$ cat config.mk
export PLATFORM = sky130hd
export DESIGN_NAME = bus_protocol_target
export DESIGN_NICKNAME = d
export VERILOG_FILES = /design/src/rtl/bus_protocol_target.sv
export SDC_FILE = /design/constraint.sdc
export NUM_CORES = 1
export LEC_CHECK = 0
export CORE_UTILIZATION = 43
export DETAILED_ROUTE_END_ITERATION = 6
export PLACE_DENSITY = 0.66
export SETUP_SLACK_MARGIN = 0.3
export SYNTH_ARGS = -nofsm -noshare
export SYNTH_HDL_FRONTEND = slang
export SYNTH_SLANG_ARGS = --single-unit
export TNS_END_PERCENT = 30
$ cat constraint.sdc
create_clock -name clk -period 2.3 [get_ports clk]
set_input_delay 0.46 -clock clk [delete_from_list [all_inputs] [get_ports clk]]
set_output_delay 0.46 -clock clk [all_outputs]
set_load 0.005 [all_outputs]
$ cat src/rtl/bus_protocol_target.sv
// bus_protocol_target: dValid/dAck byte-bus receiver feeding a ready/valid FIFO.
// Define BUS_TARGET_DATACHK_EN to require data to hold steady until the ack.
module bus_protocol_target #(
    parameter int DEPTH     = 4,
    parameter int ACK_DELAY = 1
) (
    input  logic                   clk,
    input  logic                   reset,
    input  logic                   dValid,
    input  logic [7:0]             data,
    output logic                   dAck,
    output logic [7:0]             out_data,
    output logic                   out_valid,
    input  logic                   out_ready,
    output logic [$clog2(DEPTH):0] level,
    output logic                   overflow,
    output logic                   proto_err
);
    localparam int AW = $clog2(DEPTH);
    localparam logic [AW:0] FULL = (AW+1)'(DEPTH);
    localparam logic [1:0]  DLY  = 2'(ACK_DELAY);

    typedef enum logic [1:0] {IDLE, WAIT, ACK, DONE} state_t;

    state_t        state;
    logic          dv_q;
    logic [1:0]    cnt;
    logic [7:0]    hold_reg;
    logic          hold_ok;
    logic [7:0]    mem [DEPTH];
    logic [AW-1:0] wr_ptr;
    logic [AW-1:0] rd_ptr;
    logic          rise;
    logic          pop;
    logic          push_req;
    logic          push;
    logic          data_bad;

    assign rise      = dValid && !dv_q;
    assign out_valid = (level != '0);
    assign pop       = out_valid && out_ready;
    assign out_data  = mem[rd_ptr];

`ifdef BUS_TARGET_DATACHK_EN
    assign data_bad = (state == WAIT || state == ACK) && hold_ok
                      && (data != hold_reg);
`else
    assign data_bad = 1'b0;
`endif

    assign push_req = (state == ACK) && hold_ok && !data_bad;
    // A pop in the same cycle frees the slot, so a full FIFO still accepts.
    assign push     = push_req && ((level < FULL) || pop);

    always_ff @(posedge clk) begin
        if (!reset) begin
            state     <= IDLE;
            dv_q      <= 1'b1;
            cnt       <= '0;
            hold_reg  <= '0;
            hold_ok   <= 1'b0;
            dAck      <= 1'b0;
            proto_err <= 1'b0;
        end else begin
            dv_q      <= dValid;
            dAck      <= 1'b0;
            proto_err <= 1'b0;
            unique case (state)
                IDLE: begin
                    if (rise) begin
                        hold_reg <= data;
                        hold_ok  <= 1'b1;
                        cnt      <= DLY;
                        if (ACK_DELAY == 0) begin
                            state <= ACK;
                            dAck  <= 1'b1;
                        end else begin
                            state <= WAIT;
                        end
                    end
                end
                WAIT: begin
                    if (!dValid) begin
                        proto_err <= 1'b1;
                        hold_ok   <= 1'b0;
                        state     <= IDLE;
                    end else begin
                        if (data_bad) begin
                            hold_ok   <= 1'b0;
                            proto_err <= 1'b1;
                        end
                        cnt <= cnt - 1'b1;
                        if (cnt == 2'd1) begin
                            state <= ACK;
                            dAck  <= 1'b1;
                        end
                    end
                end
                ACK: begin
                    if (data_bad) proto_err <= 1'b1;
                    hold_ok <= 1'b0;
                    cnt     <= '0;
                    state   <= DONE;
                end
                DONE: begin
                    // cnt counts clocks past the ack; flag a late release once.
                    if (!dValid) begin
                        state <= IDLE;
                    end else begin
                        if (cnt == 2'd1) proto_err <= 1'b1;
                        if (cnt != 2'd2) cnt <= cnt + 1'b1;
                    end
                end
            endcase
        end
    end

    always_ff @(posedge clk) begin
        if (push) mem[wr_ptr] <= hold_reg;
    end

    always_ff @(posedge clk) begin
        if (!reset) begin
            wr_ptr   <= '0;
            rd_ptr   <= '0;
            level    <= '0;
            overflow <= 1'b0;
        end else begin
            if (push) wr_ptr <= wr_ptr + 1'b1;
            if (pop) rd_ptr <= rd_ptr + 1'b1;
            if (push_req && !push) overflow <= 1'b1;
            case ({push, pop})
                2'b10:   level <= level + 1'b1;
                2'b01:   level <= level - 1'b1;
                default: ;
            endcase
        end
    end

endmodule

==> results of run 1 <==
-- cells in the final DEF, fill, tap and decap left out, types with 2 or more instances in the layout --
cell type	instances
xor2_1	3
nand2_1	3
clkdlybuf4s50_1	17
edfxtp_1	32
nor2_1	20
buf_4	13
xnor2_1	2
and2_1	4
ha_1	11
dfxtp_1	22
a21oi_1	4
mux2i_1	11
dfxtp_2	2
clkbuf_8	9
dfxtp_4	2
o21ai_0	3
inv_1	10
nand3_1	4
or3_1	2
dlygate4sd2_1	8
clkinv_2	6
nand2b_1	3
mux4_2	8
-- worst max-delay path: stages (launching register included) --
cell,delay (ns)
dfxtp_4,0.37
buf_4,0.15
mux4_2,0.51
dlygate4sd2_1,0.28
-- area by class of cell --
cell class                 instances  area (um^2)
clock inverter                     7         60.1
inverter                          11         41.3
timing repair buffer              39          350
multi-input combinational         97          871
tap                               70         87.6
clock buffer                       9          124
fill                             428         2210
sequential                        58         1490
-- logic make-up after synthesis --
kind of cell    Yosys count  share of synthesized area
compound gates           17                     0.0496
xor+xnor                  5                     0.0183
fa+ha+maj                14                     0.0762
buf+inv                  18                     0.0324
flops                    58                      0.618
mux                      19                      0.121
simple gates             42                     0.0841
-- metal layers --
metal | track usage | wire, um
met1 | 0.186 | 1920
met5 | 0 | 0
met2 | 0.266 | 2190
met4 | 0.104 | 34
met3 | 0.0419 | 192
-- worst paths after layout --
check / startpoint / endpoint / slack (ns) / cells past startpoint
min reg2reg: overflow / overflow / 0.48 / 1
max reg2reg: level[2] / level[2] / 0.25 / 9
max: flop / out_data[5] / 0.21 / 3
min: overflow / overflow / 0.48 / 1
-- through the flow --
stage               std cells  hold slack [ns]
floorplan                 173            0.460
global placement          274            0.452
detailed placement        274            0.457
CTS                       291            0.472
global route              291            0.498
finish                    291            0.476
-- timing repair --
| action | in CTS | in global routing |
|---|---|---|
| setup buffers | 1 | 0 |
| gates resized for setup | 17 | 1 |
| hold buffers | 0 | 0 |
| endpoints found under the setup margin | 9 | 9 |
| pin swaps | 3 | 1 |
-- power by group --
part	internal, mW	switching [mW]
Clock	0.488	0.386
Sequential	1.11	0.0165
Combinational	0.0752	0.0789
==> qor.txt, run 1 <==
drt drc - 0
Worst-path clk slew - 0.07 ns
vias in the first global route - 1,497
count of standard-cell rows - 26
Post-Syn Nets - 199
Hold/Removal Path Class - flop to flop
Slew Limit Fails - 0
Syn Std Cell Area - 2400 um^2
Pwr Total - 2.15 mW
run status - completed
Max Cap Viol - 0
largest fanout on the critical path - 4
design area - 3030 um^2
GP Congestion - 0.757
effective utilization at floorplan - 0.457
Synth warnings - 0
Max VDD drop - 0.000278 V
# port buffers - 26
total negative slack - 0 ns
Root Buffer - clkbuf_8
Placed Area - 2810 um^2
most common cell in the netlist - edfxtp_1
Place WS - -0.238 ns
Overflow after GRT - 0
Chip Width - 76.6 um
# IOs - 27
Synth Register Bits - 58
worst clock skew - 0.00924 ns
layout cells sized above 1 - 0.222
Fmax - 479 MHz
Pwr Density - 711 nW/um^2
Max-Slew Margin vs Limit - 0.702
final WL - 4340 um
TritonCTS clock tree - built
largest net degree at the start of global routing - 14
post-synthesis average cell area - 13.8 um^2
via count - 1,461
global-route wire length before repair - 6870 um
CTS sink cnt - 58
overall die height - 76.6 um
clock latency on the worst-skew pair - 0.33 ns
EDFF count, synth - 32
final core utilization - 0.578
cells after synthesis - 173
die area - 5870 um^2
Iteration-0 DRC Markers - 75
crit share post-route - 0.907
initial antenna violation count - 0
CTS H-Tree Depth - 3
crit path DAT - 1.63 ns
dpl hpwl - 2940 um
max FFs per register - 32
drt first pass iters - 4
WP data required - 1.84 ns
synth top area cells - edfxtp_1 (40%), dfxtp_1 (22%), mux4_2 (7.5%), ha_1 (6.8%), mux2i_1 (4.6%)
setup ws final - 0.213 ns
unrepaired setup endpoints after global routing - true
Tmin final - 2.09 ns
top-area cell type share of the netlist area - 0.401
ys async rst share - 0
Ant. Diodes - 0
critical path class - flop to output pin
Layout area overhead - 26.3%
Final Setup Violations - 0
Synth top cells by count - edfxtp_1 (32), dfxtp_1 (26), nor2_1 (20), ha_1 (13)
Post-synth top flop - edfxtp_1
cts bufs inserted - 9
endpoints failing hold - 0
Via density - 5.02
Leak - 1.21 nW
startpoint types - flop
Slew @ Worst Pin - 0.446 ns
post-synthesis sequential area ratio - 0.618
post-synth cell types - 33
Global Route Usage Sum - 0.161
Synth area leader - edfxtp_1
Routed WL per cell - 14.9 um
antenna-violating nets left - 0
Final nets - 242
CTS max path bufs - 2
nature of the critical path endpoint - output pin
Placeable Area - 5240 um^2
Note: power is estimated with default switching activity, not from simulation.
==> inputs of run 2 (changes only) <==
--- a/config.mk
+++ b/config.mk
@@ -5,6 +5,7 @@
 export SDC_FILE = /design/constraint.sdc
 export NUM_CORES = 1
 export LEC_CHECK = 0
+export ABC_AREA = 1
 export CORE_UTILIZATION = 43
 export DETAILED_ROUTE_END_ITERATION = 6
 export PLACE_DENSITY = 0.66
==> run 2 against run 1 <==
Net effect:
- synthesized area increased by 1.9%
- die area increased by 1.8%
- cell area increased by 1.1%
- sequential power increased by 16%
- critical endpoint is now out_data[6]
==> qor.txt, run 2 <==
CTS max path bufs - 2 (unchanged)
via count - 1,721 (+18%)
R2R setup slack - 0.32 ns (+0.07 ns)
layout cells sized above 1 - 0.129 (-0.0928)
hold depth - 2 (+1)
CTS sink cnt - 58 (unchanged)
Overflow after GRT - 0 (unchanged)
Hold/Removal Path Class - flop to flop
Synth top cells by count - nor2_1 (36), edfxtp_1 (32), inv_1 (32), o21ai_0 (30), dfxtp_1 (26)
Max-Slew Margin vs Limit - 0.807 (+0.105)
# IOs - 27 (unchanged)
TritonCTS clock tree - built
Synth warnings - 0 (unchanged)
Max Cap Viol - 0 (unchanged)
Syn Std Cell Area - 2440 um^2 (+1.9%)
multi-input logic area - 793 um^2 (-8.9%)
most common cell in the netlist - nor2_1
most frequent cells in the layout - nor2_1 (36), edfxtp_1 (32), inv_1 (31), o21ai_0 (29), nand2_1 (24)
Reg-to-Reg End - level[2]
Iteration-0 DRC Markers - 95 (+27%)
worst clock skew - 0.00442 ns (-0.00481 ns)
CTS H-Tree Depth - 3 (unchanged)
largest net degree at the start of global routing - 23 (+9)
Synth Register Bits - 58 (unchanged)
effective utilization at floorplan - 0.446 (-0.0114)
Root Buffer - clkbuf_8
synth top area cells - edfxtp_1 (39%), dfxtp_1 (21%), ha_1 (6.7%), o21ai_0 (6.2%), nor2_1 (5.5%)
Fmax - 476 MHz (-0.69%)
Leak - 1.22 nW (+0.55%)
run status - completed
endpoints failing hold - 0 (unchanged)
initial antenna violation count - 0 (unchanged)
design area - 3060 um^2 (+1.1%)
dpl hpwl - 2990 um (+1.5%)
post-synthesis sequential area ratio - 0.607 (-0.0114)
count of standard-cell rows - 27 (+3.8%)
Placeable Area - 5470 um^2 (+4.5%)
FF-to-FF Start - state[0]
hold worst-path end - overflow
GP Congestion - 0.841 (+11%)
Reg area - 1490 um^2 (about the same)
Routed WL per cell - 12.5 um (-17%)
Tmin final - 2.10 ns (+0.0146 ns)
ys async rst share - 0 (unchanged)
Slew @ Worst Pin - 0.289 ns (-0.157 ns)
Global Route Usage Sum - 0.166 (+0.00431)
EDFF count, synth - 32 (unchanged)
cts bufs inserted - 9 (unchanged)
crit share post-route - 0.914 (+0.00633)
clock latency on the worst-skew pair - 0.33 ns (about the same)
Final nets - 308 (+27%)
Chip Width - 77.3 um (+0.91%)
Synth area leader - edfxtp_1
cells after synthesis - 240 (+39%)
unrepaired setup endpoints after global routing - true
min-delay src - overflow
Placed Area - 2820 um^2 (+0.45%)
drt drc - 0 (unchanged)
global-route wire length before repair - 7490 um (+9.0%)
R2R cell count - 12 (+3)
critical path class - flop to output pin
vias in the first global route - 1,643 (+9.8%)
post-synth cell types - 24 (-27%)
Post-synth top flop - edfxtp_1
Via density - 4.79 (-4.5%)
Max VDD drop - 0.000541 V (+95%)
Layout area overhead - 25.3%
Post-Syn Nets - 266 (+34%)
final WL - 4470 um (+3.0%)
startpoint types - flop
Worst-path clk slew - 0.07 ns (about the same)
total negative slack - 0 ns (unchanged)
crit path DAT - 1.64 ns (about the same)
overall die height - 77.3 um (+0.91%)
Slew Limit Fails - 0 (unchanged)
post-synthesis average cell area - 10.2 um^2 (-27%)
drt first pass iters - 4 (unchanged)
nature of the critical path endpoint - output pin
die area - 5980 um^2 (+1.8%)
WP data required - 1.84 ns (about the same)
Fill cells - 489 (+14%)
largest fanout on the critical path - 7 (+3)
antenna-violating nets left - 0 (unchanged)
# port buffers - 26 (unchanged)
Final Setup Violations - 0 (unchanged)
Pwr Density - 1050 nW/um^2 (+48%)
Ant. Diodes - 0 (unchanged)
most common cell after layout, fill and taps aside - nor2_1
top-area cell type share of the netlist area - 0.394 (-0.00740)
max FFs per register - 32 (unchanged)
==> run 2: metrics by stage <==
step | setup WS (ns) | total power, mW | util | cells | hold WS (ns)
6_report | 0.198 | 3.22 | 0.559 | 359 | 0.478
5_1_grt | 0.134 | 3.42 | 0.559 | 359 | 0.510
4_1_cts | 0.192 | 3.23 | 0.558 | 359 | 0.483
3_5_place_dp | 0.0592 | 2.19 | 0.516 | 342 | 0.458
2_1_floorplan | 0.338 | 1.84 | - | 240 | 0.451
3_3_place_gp | 0.108 | 2.17 | 0.516 | 342 | 0.464
==> run 2: worst max path at each step <==
stage / endpoint / slack, ns
after floorplan: level[2] / 0.34
after global placement: level[2] / 0.11
after detailed placement: level[2] / 0.06
after CTS: out_data[6] / 0.19
after global routing: out_data[4] / 0.13
final: out_data[6] / 0.20
==> run 2: layout make-up <==
class                      count  share of cell area
multi-input combinational    143               0.259
timing repair buffer          36               0.110
clock inverter                 5              0.0254
inverter                      34              0.0426
clock buffer                  11              0.0462
sequential                    58               0.487
tap                           72              0.0295
==> run 2: kinds of logic after synthesis <==
group	Yosys count	synth area share
flip-flops	58	0.607
AO/OA/AOI/OAI	58	0.128
XOR/XNOR	1	0.00359
AND/OR/NAND/NOR	70	0.118
buffers and inverters	39	0.0692
adder cells (fa/ha/maj)	14	0.0748
==> run 2: power breakdown <==
group / switching [mW] / internal [mW]
logic: 0.456 / 0.419
clock network: 0.396 / 0.636
registers: 0.0954 / 1.22
==> run 2: per-layer routing <==
| metal | global-route usage | wire length [um] |
|---|---|---|
| met2 | 0.262 | 2110 |
| met5 | 0 | 0 |
| met1 | 0.208 | 2120 |
| met3 | 0.0365 | 151 |
| met4 | 0.0962 | 85 |
==> run 2: what timing repair did <==
item / in CTS / in global routing
buffers inserted: 1 / 0
pin swaps: 1 / 0
setup endpoints to repair: 9 / 7
hold buffers: 0 / 0
hold endpoints to repair: 0 / 0
resized for setup: 8 / 3
==> run 2: critical path, cell delays in order, from the launching register on <==
cell and delay, ns:
dfxtp_4 0.40, buf_4 0.15, o21ai_0 0.08, o22ai_1 0.16
clkdlybuf4s50_1 0.52
